### src/rtl/slow_sched.sv
// slow_sched -- slow-mode scheduler for the accelerator bus.
//
// Watches decoded bus accesses against the per-device slow enables. It raises
// Slow (drop to motherboard speed) on a hit, then holds it for a programmable
// window once the hits stop.
// Hold window = SlowTimeout * TICK_DIV cycles. SlowTimeout of 0 means no hold.
// SlowTimeout of F holds until the timeout register is rewritten.
//
// Optional feature macro: SLOW_STATS_EN. When it is defined, the SlowCount port
// is present and counts IDLE->ACTIVE entries, saturating at all-ones.
//
// Ports:
//   CLK, POR                       clock, synchronous active-high reset
//   BACT                           bus cycle active
//   IACKSel..SndSel                decoded access target selects
//   ForceSlow                      external slow request (hit regardless of BACT)
//   SlowIACK..SlowSnd              per-device slow enables
//   SlowClockGate                  clock-gate enable
//   SlowTimeout[3:0]               hold timeout in ticks
//   Slow                           registered slow-mode request
//   ClockGateEn                    registered Slow & SlowClockGate
//   SlowCount[STAT_W-1:0]          slow-entry count (SLOW_STATS_EN only)
module slow_sched #(
  parameter int TICK_DIV = 64,
  parameter int STAT_W   = 16
) (
  input  logic              CLK,
  input  logic              POR,
  input  logic              BACT,
  input  logic              IACKSel,
  input  logic              VIASel,
  input  logic              IWMSel,
  input  logic              SCCSel,
  input  logic              SCSISel,
  input  logic              SndSel,
  input  logic              ForceSlow,
  input  logic              SlowIACK,
  input  logic              SlowVIA,
  input  logic              SlowIWM,
  input  logic              SlowSCC,
  input  logic              SlowSCSI,
  input  logic              SlowSnd,
  input  logic              SlowClockGate,
  input  logic [3:0]        SlowTimeout,
`ifdef SLOW_STATS_EN
  output logic [STAT_W-1:0] SlowCount,
`endif
  output logic              Slow,
  output logic              ClockGateEn
);

  localparam int PRE_W = (TICK_DIV > 2) ? $clog2(TICK_DIV) : 1;
  localparam logic [PRE_W-1:0] PRE_MAX = PRE_W'(TICK_DIV - 1);

  typedef enum logic [1:0] {IDLE, ACTIVE, HOLD, STICKY} state_t;

  state_t           state, state_nxt;
  logic [3:0]       cnt, cnt_nxt;
  logic [PRE_W-1:0] pre, pre_nxt;
  logic             hit;

  assign hit = ForceSlow | (BACT & ((IACKSel & SlowIACK) | (VIASel & SlowVIA) |
                                    (IWMSel & SlowIWM) | (SCCSel & SlowSCC) |
                                    (SCSISel & SlowSCSI) | (SndSel & SlowSnd)));

  always_comb begin
    state_nxt = state;
    cnt_nxt   = cnt;
    pre_nxt   = pre;
    case (state)
      IDLE:   if (hit) state_nxt = ACTIVE;
      ACTIVE: if (!hit) begin
        if (SlowTimeout == 4'h0)      state_nxt = IDLE;
        else if (SlowTimeout == 4'hF) state_nxt = STICKY;
        else begin
          // Timeout is captured here only; later rewrites don't stretch the hold.
          state_nxt = HOLD;
          cnt_nxt   = SlowTimeout;
          pre_nxt   = PRE_MAX;
        end
      end
      HOLD: begin
        if (hit) state_nxt = ACTIVE;
        else if (pre == '0) begin
          // Leaving at cnt==1 keeps cnt from ever wrapping below zero.
          if (cnt == 4'd1) state_nxt = IDLE;
          cnt_nxt = cnt - 4'd1;
          pre_nxt = PRE_MAX;
        end else begin
          pre_nxt = pre - PRE_W'(1);
        end
      end
      STICKY: begin
        if (hit)                      state_nxt = ACTIVE;
        else if (SlowTimeout != 4'hF) state_nxt = IDLE;
      end
      default: state_nxt = IDLE;
    endcase
  end

  // Outputs follow the next state so Slow rises on the edge that leaves IDLE.
  always_ff @(posedge CLK) begin
    if (POR) begin
      state       <= IDLE;
      cnt         <= '0;
      pre         <= '0;
      Slow        <= 1'b0;
      ClockGateEn <= 1'b0;
    end else begin
      state       <= state_nxt;
      cnt         <= cnt_nxt;
      pre         <= pre_nxt;
      Slow        <= (state_nxt != IDLE);
      ClockGateEn <= (state_nxt != IDLE) & SlowClockGate;
    end
  end

`ifdef SLOW_STATS_EN
  always_ff @(posedge CLK) begin
    if (POR) SlowCount <= '0;
    else if (state == IDLE && state_nxt == ACTIVE && SlowCount != '1)
      SlowCount <= SlowCount + STAT_W'(1);
  end
`endif

endmodule

### config.mk
export PLATFORM = sky130hd
export DESIGN_NAME = slow_sched
export DESIGN_NICKNAME = d
export VERILOG_FILES = /design/src/rtl/slow_sched.sv
export SDC_FILE = /design/constraint.sdc
export NUM_CORES = 1
export LEC_CHECK = 0
export CAP_MARGIN = 20
export CELL_PAD_IN_SITES_DETAIL_PLACEMENT = 0
export CELL_PAD_IN_SITES_GLOBAL_PLACEMENT = 1
export CORE_MARGIN = 2
export CORE_UTILIZATION = 31
export DETAILED_ROUTE_END_ITERATION = 6
export PLACE_DENSITY_LB_ADDON = 0.1
export SLEW_MARGIN = 20
export SYNTH_ARGS = -nofsm -noshare
export SYNTH_HDL_FRONTEND = slang
export SYNTH_SLANG_ARGS = --single-unit
### constraint.sdc
create_clock -name CLK -period 1.63 [get_ports CLK]
set_input_delay 0.163 -clock CLK [delete_from_list [all_inputs] [get_ports CLK]]
set_output_delay 0.163 -clock CLK [all_outputs]
set_load 0.02 [all_outputs]
## Word level (Yosys, flattened, before mapping)

Index checks and enable logic that the tools add are counted.

| operators by class | value |
|---|---|
| muxes and demuxes | 22 |
| $add $sub $neg | 2 |
| reduce and logical (&&, ||, !) cells | 7 |
| equal/unequal tests | 11 |
| bitwise operators | 14 |

Operator list:

| kind | count |
|---|---|
| $mux W6 | 5 |
| $mux W4 | 5 |
| $mux W2 | 8 |
| $pmux W6 S2 | 1 |
| $ne A2 B2 Y1 const B | 5 |
| $and A1 B1 Y1 | 8 |
| $pmux W2 S4 | 1 |
| $pmux W4 S2 | 1 |
| $logic_not A6 Y1 | 1 |
| $or A1 B1 Y1 | 6 |
| $reduce_and A6 Y1 | 1 |
| $sub A6 B1 Y6 const B | 1 |
| $reduce_and A5 Y1 | 1 |
| $eq A2 B2 Y1 const B | 2 |
| $eq A4 B1 Y1 const B | 1 |
| $eq A4 B4 Y1 const B | 1 |
| $logic_not A4 Y1 | 1 |
| $ne A4 B4 Y1 const B | 1 |
| $reduce_bool A2 Y1 | 2 |
| $sub A4 B1 Y4 const B | 1 |
| $eq A2 B1 Y1 const B | 1 |
| $logic_not A2 Y1 | 1 |
| $mux W1 | 1 |

| word-level totals | value |
|---|---|
| register bits | 14 |
| output and inout bits | 2 |
| bits of input ports | 21 |
| logic and storage cells | 61 |

## Longest topological paths before layout

Gate-level depths: netlist (run 1).

| depth | value |
|---|---|
| depth after elaboration | 12 |
| mapped depth | 6 |
| mapped depth without buffers | 6 |

## Least setup slack after synthesis (run 1)

Ideal clock, no wire load.

| timing path | value |
|---|---|
| kind | reg-to-reg |
| from | register pre[0] |
| to | register cnt[3] |
| setup time | 0.092 ns |
| data required time | 1.538 ns |
| stages on the path, launching flop included | 7 |
| clock period less this slack | 1.649 ns |
| arrival time | 1.557 ns |
| path slack | -0.019 ns |
| buffers on the path | 0 |
| cells stage by stage | dfxtp_1 inv_1 ha_1 nor2b_1 a21oi_1 or3_4 o32ai_1 |

| between the ends | value |
|---|---|
| longest elaborated chain between the ends | 3 |

RTL lines:

| what | line | source |
|---|---|---|
| start, declared | 59 | `logic [PRE_W-1:0] pre, pre_nxt;` |
| start signal, assigned | 112 | `pre <= pre_nxt;` |
| $logic_not A6 Y1 | 84 | `else if (pre == '0) begin` |
| $ne A2 B2 Y1 (no line) | - |  |
| $reduce_and A6 Y1 (no line) | - |  |
| end signal, assigned | 111 | `cnt <= cnt_nxt;` |
| end, declared | 58 | `logic [3:0] cnt, cnt_nxt;` |

No other way between the ends.
A chain may end at the register's enable or synchronous reset.

## Worst setup path after layout (run 1)

| timing path | value |
|---|---|
| from | input port IACKSel |
| to | register cnt[3] |

| between the ends | value |
|---|---|
| longest elaborated chain between the ends | 10 |
| elaborated cells between the ends (all ways) | 11 |
| classes of those cells | eq/ne: 2; bitwise: 8; reduce/logical: 1 |

RTL lines:

| what | line | source |
|---|---|---|
| start, declared | 30 | `input logic IACKSel,` |
| $and A1 B1 Y1 * | 62 | `assign hit = ForceSlow \| (BACT & ((IACKSel & SlowIACK) \| (VIASel & SlowVIA) \|` |
| $or A1 B1 Y1 * (2 in series) | 62 |  |
| $or A1 B1 Y1 * (2 in series) | 63 | `(IWMSel & SlowIWM) \| (SCCSel & SlowSCC) \|` |
| $or A1 B1 Y1 * | 64 | `(SCSISel & SlowSCSI) \| (SndSel & SlowSnd)));` |
| $and A1 B1 Y1 * | 62 |  |
| $or A1 B1 Y1 * | 62 |  |
| $ne A2 B2 Y1 (no line) | - |  |
| $reduce_and A6 Y1 (no line) * | - |  |

Mark *: on every way between the ends. The rest lies on a longest branch, timed or not.

==> results of run 1 <==
==> cell families (layout without fill, tap and decap cells) <==
family	Yosys count	after routing	share of synthesized area, %
compound gates	38	38	34.3
simple gates	33	33	22.2
flops	14	14	32.6
buf+inv	9	63	3.92
fa+ha+maj	4	4	5.81
mux	1	1	1.16
==> sequential cells by signal, summed over array words and instances, names as in the netlist <==
| name | count |
|---|---|
| pre | 6 |
| cnt | 4 |
| state | 2 |
| ClockGateEn | 1 |
| Slow | 1 |
==> metal layers <==
layer	vias up	global-route usage, %	routed length [um]	share of wire [%]
li1	497	-	-	-
met1	471	20.8	1230	46
met5	-	0	0	0
met2	13	28.2	1330	50
met3	4	3.00	66	2.5
met4	0	8.50	33	1.2
==> cell usage in the layout, fill, tap and decap left out, types with 2 or more instances in the layout <==
cell and n:
o21a_1 4, o31ai_1 2, buf_4 31, dlygate4sd2_1 3, a211oi_1 3, o211ai_1 2
a41oi_2 2, clkdlybuf4s50_1 13, nand2_1 6, nor3_1 5, nor3b_1 3, clkbuf_4 3
dlymetal6s2s_1 6, a311oi_1 2, inv_1 4, a21oi_1 6, dfxtp_2 3, nor2_1 8
dfxtp_1 11, a41oi_1 2, o41ai_2 2, inv_2 2, ha_1 3
==> tightest hold or removal path: stages <==
cell and delay [ps]:
dlymetal6s2s_1 140, o211ai_1 110, mux2i_1 120
==> power groups by stage <==
stage / sequential, mW / clock [mW] / combinational [mW]
after global routing: 0.381 / 0.225 / 0.343
after floorplan: 0.389 / 0 / 0.115
final: 0.379 / 0.194 / 0.317
after detailed placement: 0.384 / 0 / 0.285
after CTS: 0.377 / 0.204 / 0.295
after global placement: 0.384 / 0 / 0.282
==> through the flow <==
step	utilization (%)	instance area [sq um]	power, mW
after global routing	55.1	1480	0.950
after CTS	51.6	1390	0.876
after floorplan	-	863	0.505
after detailed placement	49.7	1340	0.669
final	55.1	1480	0.890
after global placement	49.7	1340	0.666
==> cell usage after synthesis, types with 2 or more instances <==
| cell | n |
|---|---|
| a211oi_1 | 3 |
| a21oi_1 | 7 |
| a311oi_1 | 2 |
| a41oi_1 | 4 |
| clkbuf_1 | 3 |
| dfxtp_1 | 14 |
| ha_1 | 4 |
| inv_1 | 6 |
| nand2_1 | 6 |
| nor2_1 | 8 |
| nor2b_1 | 2 |
| nor3_1 | 5 |
| nor3b_1 | 3 |
| o211ai_1 | 2 |
| o21a_1 | 4 |
| o31ai_1 | 2 |
| o32ai_1 | 2 |
| o41ai_1 | 2 |
==> final cells by class <==
cell class	count	area, sq um	area share (%)
Clock buffer	3	22.5	1.52
Inverter	6	22.5	1.52
Multi-Input combinational cell	76	636	43.0
Sequential cell	14	284	19.2
Tap cell	31	38.8	2.62
Timing Repair Buffer	54	475	32.1
==> worst min-delay path by stage <==
stage / start / endpoint / slack (ps) / depth (start not counted)
floorplan: POR / pre[3] / 320 / 2
global placement: cnt[3] / cnt[3] / 460 / 2
detailed placement: cnt[3] / cnt[3] / 470 / 2
CTS: SlowTimeout[2] / cnt[2] / 400 / 3
global route: SlowTimeout[3] / cnt[3] / 360 / 3
finish: SlowTimeout[1] / cnt[1] / 300 / 3
==> repair_timing <==
| action | in CTS | in global routing |
|---|---|---|
| setup endpoints to repair | 6 | 9 |
| pin swaps | 3 | 7 |
| resized for setup | 7 | 25 |
| buffers inserted | 2 | 1 |
==> metrics, run 1 <==
Pins Over Slew Limit=0; die width=56.7 um; CP cell instances=clkdlybuf4s50_1 > a22oi_2 > a41oi_2 > buf_6 > or3_4 > o32ai_2; Fill cells=265; Int Power=0.625 mW; largest net degree at the start of global routing=8; largest fanout on the critical path=6; Placed Cells=179; worst setup margin=69.6 ps; mean area per synthesized cell=8.70 sq um; Final Hold Slack=295 ps; RR Startpoint=state[0]; HPWL after detailed placement=2.09 mm; Worst setup EP type=register; max cap viols=0; ANT cells=0; Num CTS Buffers=3; Reg power frac=42.6%; CP peak stage delay=420 ps; HP Class=in2reg; Final Cycle Share=95.7%; clock power share=21.8%; Comb power frac=35.6%; clock latency on the worst-skew pair=280 ps; CP startpoint kind=primary input; worst path bufs/invs=2; DRC violation count after routing=0; Synth area leader=dfxtp_1; RSZ-0062 raised after global routing=no; switch share=29.8%; Final Hold Vio Count=0; row count=19; slowest library cell on the worst path=clkdlybuf4s50_1; Routed WL=2.66 mm; antenna-violating nets left=0; share of layout cells above drive strength 1=39.2%; CP arrival=1760 ps; Final nets=180; First DRT Iteration DRCs=18; Least-Margin Pin Slew=413 ps; clock buffer depth=2; ys async rst share=0%; first-pass GRT wire length=4.29 mm; Post-Syn Area=861 sq um; post-layout minimum cycle time=1560 ps; Clock Sinks=14; fmax=641 MHz; CP startpoint=IACKSel; top cells by area, synth=dfxtp_1 (33%), ha_1 (5.8%), a21oi_1 (4.1%); initial antenna violation count=0; Post-Layout Cell Count=184; end point of the critical path=cnt[3]; DR vias=985; drt first pass iters=4; area grow syn2layout=71.8%; CTS tree=yes; Reg2Reg Depth=5; Post-Synthesis Cells=99; Clock transition at path regs=90 ps; Main synth FF type=dfxtp_1; DR WL/cell=14.5 um; Core Region=0.00269 sq mm; Max-slew headroom=72.2%; reg2reg end=cnt[3]; post-place setup slack=-384 ps; Synth top area share=32.6%; crit-path leading delay family=compound AO/OA/AOI/OAI gates; vias in the first global route=1014; number of synthesized flops with an enable pin=0; status=finished, final reports clean; unique cell type count in the Yosys netlist=38; Finish-stage setup viols=0; #FFs+latches synth=14; io pins=23; Die Ht=56.7 um; I/O Buffers=22; Leak Pwr=0.627 nW; worst path required time=1830 ps; Power Density=602 mW/mm^2; GRT Overall Usage=17.0%; Via density=5.35; syn nets=124; CTS H-tree depth=1; Die Area=0.00321 sq mm; worst vdd ir=0.421 mV; flop2flop setup slack=80 ps; CP Class=in2reg; switching pwr=0.265 mW; Critical Path Stages=6; GP Congestion=0.830; Yosys Warn Count=0; Seq/Total Area, Yosys=32.6%; GRT overflow=0; Hold Buf Count CTS=0; Root Driver=clkbuf_4; clock skew=7.02 ps; initial cell density of the core=32.0%; Fin Setup TNS=0 ps
No activity file was read; power rests on OpenSTA's default activity.
==> inputs of run 2 (changes only) <==
--- a/config.mk
+++ b/config.mk
@@ -10,6 +10,7 @@
 export CELL_PAD_IN_SITES_GLOBAL_PLACEMENT = 1
 export CORE_MARGIN = 2
 export CORE_UTILIZATION = 31
+export CTS_CLUSTER_DIAMETER = 30
 export DETAILED_ROUTE_END_ITERATION = 6
 export PLACE_DENSITY_LB_ADDON = 0.1
 export SLEW_MARGIN = 20
==> results of run 2 <==
Final layout, timing and power as in run 1 (identical DEF).
==> inputs of run 3 (changes only) <==
==> constraint.sdc (replaced) <==
create_clock -name CLK -period 1.63 [get_ports CLK]
set_input_delay 0.326 -clock CLK [delete_from_list [all_inputs] [get_ports CLK]]
set_output_delay 0.326 -clock CLK [all_outputs]
set_load 0.02 [all_outputs]
==> metrics, run 3 (synthesis gave the netlist of run 1 again) <==
status=complete, but fails checks (was finished, final reports clean); violated checks=setup timing; I/O Buffers=22 (unchanged); commonest non-fill, non-tap cell in the layout=buf_4 (unchanged); max cap viols=0 (unchanged); HPWL after detailed placement=2.11 mm (was 2.09 mm); initial antenna violation count=0 (unchanged); Num CTS Buffers=3 (unchanged); Root Driver=clkbuf_4 (unchanged); Routed WL=2.82 mm (was 2.66 mm); post-layout minimum cycle time=1640 ps (was 1560 ps); io pins=23 (unchanged); Leak Pwr=0.655 nW (was 0.627 nW); Max-slew headroom=76.8% (was 72.2%); DR WL/cell=14.9 um (was 14.5 um); Clock transition at path regs=90 ps (about the same); first-pass GRT wire length=4.39 mm (was 4.29 mm); Final Cycle Share=100% (was 95.7%); CP cell instances=clkdlybuf4s50_1 > nor2_1 > a41oi_2 > buf_6 > or3_4 > o32ai_2 (was clkdlybuf4s50_1 > a22oi_2 > a41oi_2 > buf_6 > or3_4 > o32ai_2); ANT cells=0 (unchanged); CP arrival=1840 ps (was 1760 ps); CTS tree=yes (unchanged); area grow syn2layout=83.7% (was 71.8%); largest net degree at the start of global routing=8 (unchanged); vias in the first global route=1014 (unchanged); row count=19 (unchanged); RSZ-0062 raised after global routing=yes (was no); CP startpoint kind=primary input (unchanged); GRT overflow=0 (unchanged); die width=56.7 um (unchanged); Die Ht=56.7 um (unchanged); Final nets=186 (was 180); Fill cells=250 (was 265); HP Class=reg2reg (was in2reg); largest fanout on the critical path=5 (was 6); Clock Sinks=14 (unchanged); Worst setup EP type=register (unchanged); Post-Layout Inst Area=0.00158 sq mm (was 0.00148 sq mm); share of layout cells above drive strength 1=48.4% (was 39.2%); worst vdd ir=0.505 mV (was 0.421 mV); flop2flop setup slack=50 ps (was 80 ps); Pins Over Slew Limit=0 (unchanged); DRC violation count after routing=0 (unchanged); Finish-stage setup viols=1 (was 0); clock skew=1.52 ps (was 7.02 ps); CTS H-tree depth=1 (unchanged); Top Registers=pre (6), cnt (4), state (2) (unchanged); Largest register FFs=6 (unchanged); First DRT Iteration DRCs=15 (was 18); CP peak stage delay=420 ps (about the same); worst setup margin=-7.07 ps (was 69.6 ps); worst path required time=1840 ps (was 1830 ps); commonest non-fill, non-tap cells in the layout=buf_4 (37), dfxtp_1 (10), clkdlybuf4s50_1 (9) (was buf_4 (31), clkdlybuf4s50_1 (13), dfxtp_1 (11)); antenna-violating nets left=0 (unchanged); Post-Place Cell Area=0.00134 sq mm (unchanged); DR vias=1050 (was 985); Via density=5.53 (was 5.35); drt first pass iters=4 (unchanged); fmax=611 MHz (was 641 MHz); CP Class=in2reg (unchanged); Power Density=595 mW/mm^2 (was 602 mW/mm^2); clock buffer depth=2 (unchanged); Core Region=0.00269 sq mm (unchanged); Least-Margin Pin Slew=348 ps (was 413 ps); Final Hold Vio Count=0 (unchanged); worst path bufs/invs=2 (unchanged); GRT Overall Usage=17.4% (was 17.0%); crit-path leading delay family=simple AND/OR/NAND/NOR gates (was compound AO/OA/AOI/OAI gates); Largest Register=pre (unchanged); Final Hold Slack=485 ps (was 295 ps); Die Area=0.00321 sq mm (unchanged); slowest library cell on the worst path=clkdlybuf4s50_1 (unchanged); GP Congestion=0.830 (about the same); initial cell density of the core=32.0% (unchanged); clock latency on the worst-skew pair=290 ps (was 280 ps)
-- run 3: path summary, 6_finish.rpt --
| check | start | to | depth (start not counted) |
|---|---|---|---|
| worst max-delay path | BACT | cnt[3] | 6 |
| worst min-delay path | cnt[1] | cnt[1] | 2 |
| worst max register to register | state[0] | cnt[2] | 7 |
| worst min register to register | cnt[1] | cnt[1] | 2 |
-- run 3: cell type report --
type / instances / area [sq um] / area share [%]
Clock buffer: 3 / 22.5 / 1.42
Timing Repair Buffer: 60 / 499 / 31.6
Tap cell: 31 / 38.8 / 2.45
Sequential cell: 14 / 285 / 18.0
Inverter: 6 / 22.5 / 1.42
Multi-Input combinational cell: 76 / 713 / 45.1
-- run 3: repair_timing --
action	in CTS	in global routing
buffers inserted	4	5
resized for setup	17	42
pin swaps	7	13
endpoints found under the setup margin	12	10
hold buffers	0	0
-- run 3: per-stage QoR --
step	util [%]	setup WS, ps	total power [mW]	setup TNS (ps)	cells
finish	58.9	-7.07	0.941	-7.07	190
global route	58.9	-70.8	0.991	-103	190
CTS	52.4	0.905	0.883	0	186
detailed placement	49.7	-536	0.669	-5550	179
global placement	49.7	-506	0.666	-5270	179
floorplan	-	61.5	0.505	0	99
-- run 3: per-layer routing --
metal,part of all wire [%],vias up,global-route usage (%)
li1,-,516,-
met5,0,-,0
met4,2.6,0,7.14
met1,45,511,21.3
met3,2.3,8,2.53
met2,51,15,30.1
-- run 3: power by group --
| group | internal (mW) | leakage, nW | switching, mW |
|---|---|---|---|
| Sequential | 0.363 | 0.116 | 0.0172 |
| Clock | 0.0859 | 0.0138 | 0.121 |
| Combinational | 0.195 | 0.525 | 0.159 |
| Total | 0.645 | 0.655 | 0.297 |
-- run 3: tightest hold or removal path, delay by kind of cell, from the launching register on --
family        cells  cell delay, ps
flops             1             330
simple gates      1              60
mux               1              50
